[src/rtl/sweep_pkg.sv]
// Shared types and constants for the bounded up/down sweep controller.
package sweep_pkg;

  typedef enum logic [1:0] {
    IDLE = 2'd0,
    UP   = 2'd1,
    DOWN = 2'd2,
    DONE = 2'd3
  } state_e;

  localparam logic [1:0] MODE_WRAP    = 2'd0;
  localparam logic [1:0] MODE_BOUNCE  = 2'd1;
  localparam logic [1:0] MODE_ONESHOT = 2'd2;

  // Reserved encoding 3 behaves as one-shot.
  function automatic logic is_oneshot(input logic [1:0] mode);
    return (mode != MODE_WRAP) && (mode != MODE_BOUNCE);
  endfunction

endpackage

[src/rtl/updown_cnt.sv]
// W-bit synchronous up/down counter with parallel load; load wins over enable.
module updown_cnt #(
  parameter int unsigned W = 4
) (
  input  logic         clk,
  input  logic         rst,
  input  logic         en,
  input  logic         up,
  input  logic         load,
  input  logic [W-1:0] d,
  output logic [W-1:0] q
);

  logic [W-1:0] q_q;
  logic [W-1:0] q_d;

  always_comb begin
    q_d = q_q;
    if (load) begin
      q_d = d;
    end else if (en) begin
      q_d = up ? W'(q_q + W'(1)) : W'(q_q - W'(1));
    end
  end

  always_ff @(posedge clk) begin
    if (rst) begin
      q_q <= '0;
    end else begin
      q_q <= q_d;
    end
  end

  assign q = q_q;

endmodule

[src/rtl/updown_sweep_ctrl.sv]
// Sequences an up/down counter through bounded wrap, bounce or one-shot sweeps,
// counting completed sweeps against a latched target.
module updown_sweep_ctrl
  import sweep_pkg::*;
#(
  parameter int unsigned W  = 4,
  parameter int unsigned SW = 8
) (
  input  logic          clk,
  input  logic          rst,
  input  logic          start,
  input  logic          abort,
  input  logic          pause,
  input  logic [1:0]    mode,
  input  logic [W-1:0]  lo,
  input  logic [W-1:0]  hi,
  input  logic [SW-1:0] sweeps,
  output logic [W-1:0]  q,
  output logic          up,
  output logic          busy,
  output logic          done,
  output logic          err,
  output logic [SW-1:0] sweep_cnt
);

  state_e        state_q, state_d;
  logic [1:0]    mode_q, mode_d;
  logic [W-1:0]  lo_q, lo_d;
  logic [W-1:0]  hi_q, hi_d;
  logic [SW-1:0] tgt_q, tgt_d;
  logic [SW-1:0] sweep_cnt_q, sweep_cnt_d;
  logic          done_q, done_d;
  logic          err_q, err_d;

  logic [SW-1:0] sweep_nxt_c;
  logic          tgt_hit_c;
  logic          cnt_load_c;
  logic          cnt_en_c;
  logic          cnt_up_c;
  logic [W-1:0]  cnt_d_c;
  logic [W-1:0]  cnt_q_c;

  updown_cnt #(
    .W(W)
  ) u_cnt (
    .clk  (clk),
    .rst  (rst),
    .en   (cnt_en_c),
    .up   (cnt_up_c),
    .load (cnt_load_c),
    .d    (cnt_d_c),
    .q    (cnt_q_c)
  );

  // Completed-sweep count saturates so an unbounded run never wraps to zero.
  assign sweep_nxt_c = (sweep_cnt_q == '1) ? sweep_cnt_q : SW'(sweep_cnt_q + SW'(1));
  assign tgt_hit_c   = (tgt_q != '0) && (sweep_nxt_c == tgt_q);

  always_comb begin
    state_d     = state_q;
    mode_d      = mode_q;
    lo_d        = lo_q;
    hi_d        = hi_q;
    tgt_d       = tgt_q;
    sweep_cnt_d = sweep_cnt_q;
    done_d      = 1'b0;
    err_d       = 1'b0;
    cnt_load_c  = 1'b0;
    cnt_en_c    = 1'b0;
    cnt_up_c    = 1'b0;
    cnt_d_c     = cnt_q_c;

    case (state_q)
      IDLE: begin
        if (start && !abort) begin
          mode_d = mode;
          lo_d   = lo;
          hi_d   = hi;
          tgt_d  = sweeps;
          if (lo >= hi) begin
            err_d = 1'b1;
          end else begin
            cnt_load_c  = 1'b1;
            cnt_d_c     = lo;
            sweep_cnt_d = '0;
            state_d     = UP;
          end
        end
      end

      UP: begin
        if (abort) begin
          state_d = IDLE;
        end else if (!pause) begin
          if (cnt_q_c != hi_q) begin
            cnt_en_c = 1'b1;
            cnt_up_c = 1'b1;
          end else begin
            sweep_cnt_d = sweep_nxt_c;
            if (tgt_hit_c || is_oneshot(mode_q)) begin
              state_d = DONE;
              done_d  = 1'b1;
            end else if (mode_q == MODE_WRAP) begin
              cnt_load_c = 1'b1;
              cnt_d_c    = lo_q;
            end else begin
              cnt_load_c = 1'b1;
              cnt_d_c    = W'(hi_q - W'(1));
              state_d    = DOWN;
            end
          end
        end
      end

      DOWN: begin
        if (abort) begin
          state_d = IDLE;
        end else if (!pause) begin
          if (cnt_q_c != lo_q) begin
            cnt_en_c = 1'b1;
          end else begin
            sweep_cnt_d = sweep_nxt_c;
            if (tgt_hit_c) begin
              state_d = DONE;
              done_d  = 1'b1;
            end else begin
              cnt_load_c = 1'b1;
              cnt_d_c    = W'(lo_q + W'(1));
              state_d    = UP;
            end
          end
        end
      end

      DONE: begin
        state_d = IDLE;
      end
    endcase
  end

  always_ff @(posedge clk) begin
    if (rst) begin
      state_q     <= IDLE;
      mode_q      <= '0;
      lo_q        <= '0;
      hi_q        <= '0;
      tgt_q       <= '0;
      sweep_cnt_q <= '0;
      done_q      <= 1'b0;
      err_q       <= 1'b0;
    end else begin
      state_q     <= state_d;
      mode_q      <= mode_d;
      lo_q        <= lo_d;
      hi_q        <= hi_d;
      tgt_q       <= tgt_d;
      sweep_cnt_q <= sweep_cnt_d;
      done_q      <= done_d;
      err_q       <= err_d;
    end
  end

  assign q         = cnt_q_c;
  assign up        = (state_q == UP);
  assign busy      = (state_q == UP) || (state_q == DOWN);
  assign done      = done_q;
  assign err       = err_q;
  assign sweep_cnt = sweep_cnt_q;

endmodule

[config.mk]
export PLATFORM = sky130hd
export DESIGN_NAME = updown_sweep_ctrl
export DESIGN_NICKNAME = d
export VERILOG_FILES = /design/src/rtl/sweep_pkg.sv /design/src/rtl/updown_cnt.sv /design/src/rtl/updown_sweep_ctrl.sv
export SDC_FILE = /design/constraint.sdc
export NUM_CORES = 1
export LEC_CHECK = 0
export BUFFER_PORTS_ARGS = -buffer_cell sky130_fd_sc_hd__buf_2
export CELL_PAD_IN_SITES_DETAIL_PLACEMENT = 1
export CELL_PAD_IN_SITES_GLOBAL_PLACEMENT = 1
export CORE_MARGIN = 3
export CORE_UTILIZATION = 43
export DETAILED_ROUTE_END_ITERATION = 10
export PLACE_DENSITY_LB_ADDON = 0.08
export SYNTH_ARGS = -nofsm -noshare
export SYNTH_HDL_FRONTEND = slang
export SYNTH_SLANG_ARGS = --single-unit
[constraint.sdc]
create_clock -name clk -period 3.61 [get_ports clk]
set_clock_uncertainty 0.1 [all_clocks]
set_input_delay 0.361 -clock clk [delete_from_list [all_inputs] [get_ports clk]]
set_output_delay 0.361 -clock clk [all_outputs]
set_load 0.05 [all_outputs]
==> summary.md <==
| Metric | Value |
|---|---|
| P_int | `0.989 mW` |
| Post-layout nets | `398` |
| Vias per cell | `slightly below 6` |
| FF-to-FF Start | `sweep_cnt[0]$_SDFFE_PP0P_` |
| Max-slew violation count | `0` |
| Final period util | `83.7%` |
| Lkg Pwr | `approximately 1.1 nW` |
| Critical-path cell list | `ha_1 > and3_2 > a21boi_2 > o211a_1 > a211o_1 > o41ai_4 > o21ai_1 > o211a_1` |
| Final TNS setup | `0 ns` |
| Flop pwr share | `28.3%` |
| Congestion Overflow GR | `0` |
| First-pass GRT wire length | `13000 µm` |
| Ys Warns | `0` |
| CP max stage delay | `roughly 0.56 ns` |
| R2r setup slk | `about 0.59 ns` |
| Routed via count | `2540` |
| P_sw | `0.733 mW` |
| Area delta synth->final | `10.5%` |
| Postcts setup bufs | `0` |
| Die extent in x | `85.3 µm` |
| Cell depth of the worst hold path | `3` |
| Wire per inst | `17.6 µm` |
| Sw frac | `42.6%` |
| Sequential element share of the synthesized area | `roughly a quarter` |
| DIE HEIGHT | `roughly 85 µm` |
| Power share of the clock group | `25.8%` |
| Vias in the first global route | `2550` |
| Top FF cell, synth | `dfxtp_1` |
| Antenna violations before repair | `0` |
| Critical Path AT | `approximately 3.1 ns` |
| Worst slew margin | `between 40% and 50%` |
| H-Tree Depth | `2` |
| Reg2Reg Depth | `8` |
| Crit path kind | `flop to flop` |
| Distinct cell type count of the synthesized netlist | `77` |
| Most common cell after layout, fill and taps aside | `nand2_1` |
| RSZ-0062 raised after global routing | `false` |
| Logic pwr share | `45.9%` |
| Setup crit end kind | `flop` |
| Num CTS Buffers | `5` |
| Final setup vio count | `0` |
| Gpl congestion | `0.880` |
| Peak supply drop | `around 0.41 mV` |
| Sink Count | `34` |
| EDFF count, synth | `0` |
| Initial drt markers | `135` |
| P per Cell Area | `577 nW/µm²` |
| Io pins | `39` |
| Mapped Cells | `332` |
| Gates resized, CTS repair | `0` |
| Share of layout cells above drive strength 1 | `20.2%` |
| Hold path endpoint | `tgt_q[1]$_SDFFE_PP0P_` |
| Achievable Freq | `0.331 GHz` |
| Setup slack after layout | `0.588 ns` |
| Site row count | `28` |
| Routed Antenna Nets | `0` |
| Min Clock Period, post-route | `3.02 ns` |
| Worst r2r dst | `u_cnt.q[3]$_SDFFE_PP0P_` |
| Longest Clk Path Bufs | `2` |
| Hold WC Path Type | `input port to flop` |
| Flops & latches, synth | `34` |
| Post-Syn Area per Cell | `between 8 and 9 µm²` |
| Cts hold-fix bufs | `0` |
| Core ar. | `5990 µm²` |
| Number of buffers added on ports | `38` |
| Post-synthesis net count | `369` |
| Drc violations | `0` |
| Die Area | `7270 µm²` |
| Skew-Pair Late Insertion Delay | `~0.30 ns` |
| Worst Path Buf+Inv | `0` |
| Most used cell, CP | `o211a_1` |
| Hold path start | `sweeps[1]` |
| Sum of routed wire length over all layers | `7690 µm` |
| Clock tree from TritonCTS | `done` |
| CP top delay family | `compound AO/OA/AOI/OAI gates` |
| Worst-Margin Slew | `just over 0.8 ns` |
| Mapped Area | `2700 µm²` |
| First-pass detailed-route iteration total | `4` |
| Hold Violations, Final | `0` |
| Largest net degree at the start of global routing | `35` |
| Place WS | `around 0.56 ns` |
| Clock transition at path regs | `0.08 ns` |
| Initial Util | `45.1%` |
| CP Launch Type | `flop` |
| Worst EP required | `between 3 and 4 ns` |
| Critical-path top delay cell | `o41ai_4` |
| Worst-path fanout max | `9` |
| DP HPWL | `5700 µm` |
| Total GRT Usage | `22.3%` |
| Root buf cell | `clkbuf_8` |
| Most frequent cells in the layout | `nand2_1, a21oi_1, buf_2, dfxtp_1, nor2_1` |
| Asr flop ratio synth | `0%` |
| Power, Total | `1.72 mW` |
| MaxCap Viol Count | `0` |
| Status | `completed` |
| Diode count | `0` |
-- registers in the layout, summed over array words and instances, names as in the netlist --
register	cells
state_q	2
lo_q	4
sweep_cnt	8
u_cnt.q	4
mode_q	2
tgt_q	8
hi_q	4
done	1
err	1
-- area by class of cell --
type | instances | area [µm²]
Sequential cell | 34 | 681
Fill cell | 759 | 3010
Clock buffer | 5 | 68.8
Tap cell | 75 | 93.8
Timing Repair Buffer | 42 | 220
Clock inverter | 3 | 68.8
Inverter | 12 | 45.0
Multi-Input combinational cell | 266 | 1810
-- cells in the mapped netlist (2+ instances only) --
| cell type | number | area share (%) |
|---|---|---|
| nand3_4 | 2 | 1.3 |
| a211oi_1 | 7 | 1.9 |
| inv_1 | 12 | 1.7 |
| clkbuf_8 | 2 | 1.0 |
| o32ai_1 | 2 | 0.65 |
| o21ai_0 | 9 | 1.7 |
| o41ai_1 | 2 | 0.65 |
| o211a_1 | 4 | 1.5 |
| clkbuf_1 | 8 | 1.1 |
| a2bb2oi_1 | 2 | 0.65 |
| xnor2_1 | 16 | 5.2 |
| a22oi_1 | 3 | 0.83 |
| nor4_1 | 2 | 0.46 |
| o22ai_1 | 2 | 0.46 |
| and4_1 | 2 | 0.65 |
| ha_1 | 13 | 6.0 |
| a211o_1 | 3 | 0.97 |
| a31oi_1 | 4 | 0.93 |
| o21bai_1 | 2 | 0.56 |
| mux2i_1 | 2 | 0.74 |
| nand2b_1 | 4 | 0.93 |
| a21o_1 | 2 | 0.56 |
| or3_1 | 4 | 0.93 |
| a21oi_1 | 38 | 7.0 |
| nand3_1 | 7 | 1.3 |
| nand4_1 | 6 | 1.4 |
| a2111oi_2 | 2 | 1.1 |
| nand2_1 | 55 | 7.6 |
| dfxtp_1 | 34 | 25 |
| nand3b_1 | 2 | 0.56 |
| o211ai_1 | 4 | 1.1 |
| nor2b_1 | 2 | 0.46 |
| nor3_1 | 4 | 0.74 |
| xor2_1 | 3 | 0.97 |
| nor2_1 | 21 | 2.9 |
| buf_2 | 4 | 0.74 |
-- worst reg2reg max path: stages, from the launching register on --
cell      delay, ns
dfxtp_1        0.46
ha_1           0.44
and3_2         0.31
a21boi_2       0.09
o211a_1        0.21
a211o_1        0.32
o41ai_4        0.56
o21ai_1        0.18
o211a_1        0.24
-- worst max-delay path by stage --
stage | from | endpoint | slack [ns] | depth (start not counted)
2_1_floorplan | sweep_cnt[0]$_SDFFE_PP0P_ | u_cnt.q[1]$_SDFFE_PP0P_ | 0.62 | 9
3_3_place_gp | lo[0] | u_cnt.q[0]$_SDFFE_PP0P_ | 0.64 | 10
3_5_place_dp | lo[0] | u_cnt.q[0]$_SDFFE_PP0P_ | 0.56 | 10
4_1_cts | sweep_cnt[0]$_SDFFE_PP0P_ | u_cnt.q[3]$_SDFFE_PP0P_ | 0.58 | 8
5_1_grt | sweep_cnt[0]$_SDFFE_PP0P_ | u_cnt.q[1]$_SDFFE_PP0P_ | 0.37 | 8
6_report | sweep_cnt[0]$_SDFFE_PP0P_ | u_cnt.q[3]$_SDFFE_PP0P_ | 0.59 | 8
-- stage by stage --
stage                     cell area, µm²  util [%]  instances  hold slack [ns]
after floorplan                     2700         -        332            0.346
after global placement              2850      47.5        429            0.357
after detailed placement            2850      47.5        429            0.375
after CTS                           2990      49.8        437            0.189
after global routing                2990      49.8        437            0.184
final                               2990      49.8        437            0.191
-- per-layer routing --
metal | global-route usage [%] | routed length, µm
met3 | 4.08 | 325
met1 | 31.8 | 3850
met5 | 0 | 0
met4 | 5.18 | 67
met2 | 34.8 | 3440
-- power by group through the flow --
stage / clock network, mW / registers (mW) / logic (mW)
floorplan: 0 / 0.543 / 0.580
finish: 0.444 / 0.487 / 0.790
CTS: 0.449 / 0.487 / 0.791
detailed placement: 0 / 0.496 / 0.783
global route: 0.469 / 0.497 / 0.866
global placement: 0 / 0.493 / 0.773
-- logic make-up (layout without fill, tap and decap cells) --
kind of cell             Yosys count  in the layout  synth area share [%]
XOR/XNOR                          19             19                  6.16
multiplexers                       2              2                 0.741
flip-flops                        34             34                  25.2
AO/OA/AOI/OAI                    106            106                  28.9
adder cells (fa/ha/maj)           14             14                  6.76
AND/OR/NAND/NOR                  125            125                  24.3
buffers and inverters             32             62                  7.87
No activity file was read; power rests on OpenSTA's default activity.
